===== config.mk =====
export PLATFORM = sky130hd
export DESIGN_NAME = link_rx
export DESIGN_NICKNAME = d
export VERILOG_FILES = /design/src/rtl/link_pkg.sv /design/src/rtl/uart_rx_core.sv /design/src/rtl/link_rx.sv
export SDC_FILE = /design/constraint.sdc
export NUM_CORES = 1
export LEC_CHECK = 0
export BUFFER_PORTS_ARGS = -buffer_cell sky130_fd_sc_hd__buf_2
export CAP_MARGIN = 25
export CORE_ASPECT_RATIO = 1.1
export CORE_MARGIN = 2
export CORE_UTILIZATION = 65
export CTS_BUF_LIST = sky130_fd_sc_hd__clkbuf_4 sky130_fd_sc_hd__clkbuf_8 sky130_fd_sc_hd__clkbuf_16
export DETAILED_ROUTE_END_ITERATION = 12
export PLACE_DENSITY_LB_ADDON = 0.1
export SETUP_SLACK_MARGIN = 0.15
export SYNTH_ARGS = -nofsm -noshare
export SYNTH_HDL_FRONTEND = slang
export SYNTH_HIERARCHICAL = 1
export SYNTH_SLANG_ARGS = --single-unit

===== constraint.sdc =====
create_clock -name clk -period 5.7 [get_ports clk]
set_input_delay 0.285 -clock clk [delete_from_list [all_inputs] [get_ports clk]]
set_output_delay 0.285 -clock clk [all_outputs]
set_load 0.05 [all_outputs]

===== src/rtl/link_pkg.sv =====
// rtl/link_pkg.sv - shared frame layout, receiver states and frame builder for the inter-board key link
package link_pkg;

  localparam logic [1:0] LINK_MARKER = 2'b10;
  localparam int SPACE_BIT = 0;
  localparam int ENTER_BIT = 1;
  localparam int SEQ_LSB   = 2;
  localparam int SEQ_MSB   = 5;

  typedef enum logic [2:0] {IDLE, START, DATA, STOP, BREAK} rx_state_t;

  function automatic logic [7:0] build_frame(input logic [3:0] seq, input logic enter,
                                             input logic space);
    return {LINK_MARKER, seq, enter, space};
  endfunction

endpackage


===== src/rtl/uart_rx_core.sv =====
// rtl/uart_rx_core.sv - 2-FF synchroniser and 8N1 receiver; flags good and framing-error stop bits
module uart_rx_core
  import link_pkg::*;
#(
  parameter int CLKS_PER_BIT = 564
) (
  input  logic       clk,
  input  logic       rst_n,
  input  logic       rx_in,
  output logic [7:0] rx_byte,
  output logic       byte_ok,
  output logic       frame_err
);

  localparam int CW = $clog2(CLKS_PER_BIT);
  localparam logic [CW-1:0] HALF_LAST = CW'(CLKS_PER_BIT / 2 - 1);
  localparam logic [CW-1:0] BIT_LAST  = CW'(CLKS_PER_BIT - 1);

  logic            sync1;
  logic            rxs;
  rx_state_t       state;
  rx_state_t       state_next;
  logic [CW-1:0]   cnt;
  logic [2:0]      bit_idx;
  logic [7:0]      shreg;
  logic            bit_end;
  logic            data_sample;
  logic            cnt_clr;

  assign bit_end = (cnt == BIT_LAST);

  always_comb begin
    state_next  = state;
    data_sample = 1'b0;
    cnt_clr     = 1'b0;
    case (state)
      IDLE: begin
        cnt_clr = 1'b1;
        if (!rxs) state_next = START;
      end
      START: begin
        // A start bit that is gone by mid-bit was line noise: drop it silently.
        if (cnt == HALF_LAST) begin
          cnt_clr    = 1'b1;
          state_next = rxs ? IDLE : DATA;
        end
      end
      DATA: begin
        if (bit_end) begin
          cnt_clr     = 1'b1;
          data_sample = 1'b1;
          if (bit_idx == 3'd7) state_next = STOP;
        end
      end
      STOP: begin
        if (bit_end) begin
          cnt_clr    = 1'b1;
          state_next = rxs ? IDLE : BREAK;
        end
      end
      BREAK: begin
        cnt_clr = 1'b1;
        if (rxs) state_next = IDLE;
      end
      default: state_next = IDLE;
    endcase
  end

  always_ff @(posedge clk or negedge rst_n) begin
    if (!rst_n) begin
      sync1   <= 1'b1;
      rxs     <= 1'b1;
      state   <= IDLE;
      cnt     <= '0;
      bit_idx <= '0;
      shreg   <= '0;
    end else begin
      sync1 <= rx_in;
      rxs   <= sync1;
      state <= state_next;
      cnt   <= cnt_clr ? '0 : cnt + CW'(1);
      if (state == IDLE) begin
        bit_idx <= '0;
      end else if (data_sample) begin
        bit_idx <= bit_idx + 3'd1;
        shreg   <= {rxs, shreg[7:1]};
      end
    end
  end

  assign rx_byte   = shreg;
  assign byte_ok   = (state == STOP) && bit_end && rxs;
  assign frame_err = (state == STOP) && bit_end && !rxs;

endmodule


===== src/rtl/link_rx.sv =====
// rtl/link_rx.sv - decodes remote key frames into levels/edges with sequence, timeout and error tracking
module link_rx
  import link_pkg::*;
#(
  parameter int CLKS_PER_BIT = 564,
  parameter int TIMEOUT_CYC  = 650000
) (
  input  logic       clk,
  input  logic       rst_n,
  input  logic       rx_in,
  output logic       space_remote,
  output logic       enter_remote,
  output logic       space_rise,
  output logic       enter_rise,
  output logic       frame_valid,
  output logic       seq_gap,
  output logic       link_ok,
  output logic [7:0] err_count
);

  localparam int TW = $clog2(TIMEOUT_CYC);
  localparam logic [TW-1:0] TO_LAST = TW'(TIMEOUT_CYC - 1);

  logic [7:0]    rx_byte;
  logic          byte_ok;
  logic          frame_err;
  logic [3:0]    seq;
  logic [3:0]    last_seq;
  logic          seq_valid;
  logic [TW-1:0] to_cnt;
  logic          marker_ok;
  logic          accept;
  logic          reject;
  logic          timed_out;

  uart_rx_core #(.CLKS_PER_BIT(CLKS_PER_BIT)) u_core (
    .clk       (clk),
    .rst_n     (rst_n),
    .rx_in     (rx_in),
    .rx_byte   (rx_byte),
    .byte_ok   (byte_ok),
    .frame_err (frame_err)
  );

  assign seq       = rx_byte[SEQ_MSB:SEQ_LSB];
  assign marker_ok = (rx_byte[7:6] == LINK_MARKER);
  assign accept    = byte_ok && marker_ok;
  assign reject    = frame_err || (byte_ok && !marker_ok);
  assign timed_out = !accept && (to_cnt == TO_LAST);

  always_ff @(posedge clk or negedge rst_n) begin
    if (!rst_n) begin
      space_remote <= 1'b0;
      enter_remote <= 1'b0;
      space_rise   <= 1'b0;
      enter_rise   <= 1'b0;
      frame_valid  <= 1'b0;
      seq_gap      <= 1'b0;
      link_ok      <= 1'b0;
      err_count    <= '0;
      last_seq     <= '0;
      seq_valid    <= 1'b0;
      to_cnt       <= '0;
    end else begin
      frame_valid <= 1'b0;
      space_rise  <= 1'b0;
      enter_rise  <= 1'b0;
      seq_gap     <= 1'b0;
      if (reject && err_count != 8'hFF) err_count <= err_count + 8'd1;
      if (accept) begin
        frame_valid  <= 1'b1;
        space_remote <= rx_byte[SPACE_BIT];
        enter_remote <= rx_byte[ENTER_BIT];
        space_rise   <= rx_byte[SPACE_BIT] & ~space_remote;
        enter_rise   <= rx_byte[ENTER_BIT] & ~enter_remote;
        seq_gap      <= seq_valid && (seq != last_seq + 4'd1);
        last_seq     <= seq;
        seq_valid    <= 1'b1;
        link_ok      <= 1'b1;
        to_cnt       <= '0;
      end else if (timed_out) begin
        // Levels drop without pulses so a lost link never looks like a key press.
        link_ok      <= 1'b0;
        space_remote <= 1'b0;
        enter_remote <= 1'b0;
        seq_valid    <= 1'b0;
      end else begin
        to_cnt <= to_cnt + TW'(1);
      end
    end
  end

endmodule


==> results.yml <==
status:
  status: "completed"
power_and_ir_drop:
  clockPowerShare_pct: 48.7
  p_comb_share_pct: 1.0
  ir_drop_v: 0.000260
  intPower_mw: 0.730
  p_sw_share_pct: 20.7
  powerDensity_nw_per_um2: 258
  p_leak_nw: 1.70
  seqPwrFrac_pct: 50.3
  p_switching_mw: 0.191
  finalPower_mw: 0.921
clocking:
  cts_setup_buffers: 0
  cts_resized: 0
  clk_pin_slew_ps: 80
  cts_hold_buffers: 0
  numCtsBuffers: 9
  cts-root-buf: "clkbuf_8"
  max-clock-path-buffers: 2
  clk_latency_ps: 340
  h-tree-depth: 3
  cts_tree: "built"
  cts.sink_count: 65
drt:
  vias: 2410
  dr.pass1.iters: 4
  routedWlPerCell_um: 15.6
  drc: 0
  detail-route-antenna-nets: 0
  routed_wl_um: 6140
  drt_iter0_drc: 121
  post_drt_via_cell_ratio: 6.12
global_route:
  grt_start_max_net_pins: 66
  grt_pass1_wl_um: 10900
  grt-ovfl-total: 0
  grt_pass1_vias: 2306
  antenna_found_initial: 0
  grt_usage_pct: 25.0
sta:
  min_period_ps: 3310
  setup_viol: 0
  final_max_slew_viol_count: 0
  finalHoldViolCount: 0
  timing.hold.ws_ps: 33.1
  finalCritPeriodShare_pct: 58.1
  skew_ps: 10.2
  worst_slew_pin_slew_ps: 774
  fin_setup_tns_ps: 0
  relSlewSlack_pct: 48.4
  timing.fmax_mhz: 302
  rsz0062_at_grt: "no"
  worst_slack_ps: 2390
placement:
  gp_congestion: 0.900
  port_buffers: 17
  place_ws_ps: 2420
  dpl.hpwl_um: 3970
setup_path:
  required_ps: 5960
  cp_max_fo: 26
  path_cells: "ha_1 -> nor4bb_1 -> and2_2 -> nand4_1 -> nor2_1 -> nand3b_1 -> clkinv_1 -> or4_1 -> o21ai_1"
  criticalPathCategory: "reg2reg"
  crit_slowest_cell: "clkinv_1"
  r2r_end: "to_cnt[14]$_DFFE_PN0P_"
  r2r-start: "u_core/cnt[0]$_DFF_PN0_"
  slowest_delay_ps: 750
  worstPathArrival_ps: 3580
  worst-r2r-cell-count: 9
  r2r_slack_ps: 2390
  crit_path_start_kind: "register"
  endpoint_kind: "register"
synthesis:
  synth-edff-count: 0
  synth_cell_type_count: 52
  ys.flop_type: "dfrtp_1"
  synth-seq-area-share_pct: 50.5
  ys_warn_count: 6
  syn_nets: 324
  synth-seq-cells: 65
  synth_area_leaders: "dfrtp_1 49%, xor2_1 4.9%, nand2_1 3.5%"
  syn_inst: 314
  async_flop_share_pct: 100
  yosys.area.top_type: "dfrtp_1"
  syn_area_per_cell_um2: 10.3
  yosys.area.top_type_share_pct: 48.9
  synth.cell_area_um2: 3230
worst_hold_path:
  hold_end: "u_core/sync1$_DFF_PN1_"
  hold_depth: 1
  hp-start: "rx_in"
  hold_class: "in2reg"
final_layout:
  regArea_um2: 1630
  drive_above_1_share_pct: 16.0
  fin_nets: 343
  multiInputGateArea_um2: 1520
  area_delta_synth_final_pct: 10.7
  diodes: 0
  final.fill_count: 324
floorplanning:
  die_w_um: 71.2
  rows: 26
  core_area_um2: 4720
  fp.dieH_um: 77.9
  ios: 18
  start_util_pct: 68.4
  die_area_um2: 5540
flow_run:
  cap_violations: 0
## through the flow
step,utilization [%],std cells,area [um^2]
2_1_floorplan,-,314,3230
3_3_place_gp,70.8,378,3340
3_5_place_dp,70.8,378,3340
4_1_cts,75.7,394,3570
5_1_grt,75.7,394,3570
6_report,75.7,394,3570
## logic make-up after synthesis
family | share of synthesized area (%)
flip-flops | 50.5
AO/OA/AOI/OAI | 9.89
adder cells (fa/ha/maj) | 2.72
AND/OR/NAND/NOR | 24.7
XOR/XNOR | 6.79
buffers and inverters | 2.29
multiplexers | 3.14
## final cells by class
cell class,count,area share [%]
sequential,65,45.6
timing repair buffer,18,2.59
clock inverter,5,2.42
clock buffer,11,4.06
tap,56,1.96
multi-input combinational,232,42.6
inverter,7,0.736
## worst max path at each step
stage,from,endpoint,slack [ps],depth (start not counted)
floorplan,u_core/cnt[0]$_DFF_PN0_,to_cnt[14]$_DFFE_PN0P_,3550,9
global placement,u_core/cnt[0]$_DFF_PN0_,to_cnt[14]$_DFFE_PN0P_,2530,9
detailed placement,u_core/cnt[0]$_DFF_PN0_,to_cnt[14]$_DFFE_PN0P_,2420,9
CTS,u_core/cnt[0]$_DFF_PN0_,to_cnt[14]$_DFFE_PN0P_,2390,9
global route,u_core/cnt[0]$_DFF_PN0_,to_cnt[14]$_DFFE_PN0P_,2110,9
finish,u_core/cnt[0]$_DFF_PN0_,to_cnt[14]$_DFFE_PN0P_,2390,9
## synth_stat cells (3+ instances only)
master	number
nand2b_1	3
nand3_1	15
mux2_2	9
xnor2_1	7
and3_1	7
nor3b_1	3
nor4_1	6
ha_1	7
nand4_1	8
a31oi_1	6
inv_1	6
or3_1	8
xor2_1	18
and2_1	5
a21oi_1	12
nor3_1	9
o21ai_0	11
nor2_1	26
nand2_1	30
and4_1	4
clkbuf_1	5
dfrtp_1	63
or4_1	5
## state kept, by name, indices dropped and copies added (netlist names), 3 cells and up
register	flops
u_core/bit_idx	3
u_core/rx_byte	8
u_core/state	3
last_seq	4
err_count	8
to_cnt	20
u_core/cnt	10
## layer usage
metal  wire length (um)  global-route usage (%)  vias to the layer above
met5                  0                       0                        -
met4                 42                    11.5                        0
met3                220                    5.71                        6
met2               3080                    39.6                       53
met1               2790                    32.4                     1176
li1                   -                       -                     1175
## worst max-delay path: cells and delay by family (launching register included)
family	cells	cell delay (ps)
AO/OA/AOI/OAI	1	90
adder cells (fa/ha/maj)	1	250
buffers and inverters	1	750
flip-flops	1	430
AND/OR/NAND/NOR	6	1720
## power by group through the flow
stage	Combinational [mW]	Sequential, mW	Clock, mW
after floorplan	0.000383	0.472	0
after global placement	0.0102	0.472	0
after detailed placement	0.0104	0.472	0
after CTS	0.0104	0.463	0.458
after global routing	0.0120	0.463	0.480
final	0.00964	0.463	0.448
## layout by cell type, fill, tap and decap left out, types with 3 or more instances in the layout
cell type,instances
nand2_1,30
and2_1,5
a31oi_1,6
or3_1,8
and3_1,7
xor2_1,18
a21oi_1,12
buf_2,17
ha_1,7
xnor2_1,7
nand4_1,8
mux2_2,9
or4_1,5
nand2b_1,3
clkbuf_8,10
o21ai_0,11
nor2_1,26
nand3_1,15
nor3_1,9
inv_1,6
nor3b_1,3
dfrtp_1,63
nor4_1,6
and4_1,4
Note: power is estimated with default switching activity, not from simulation.
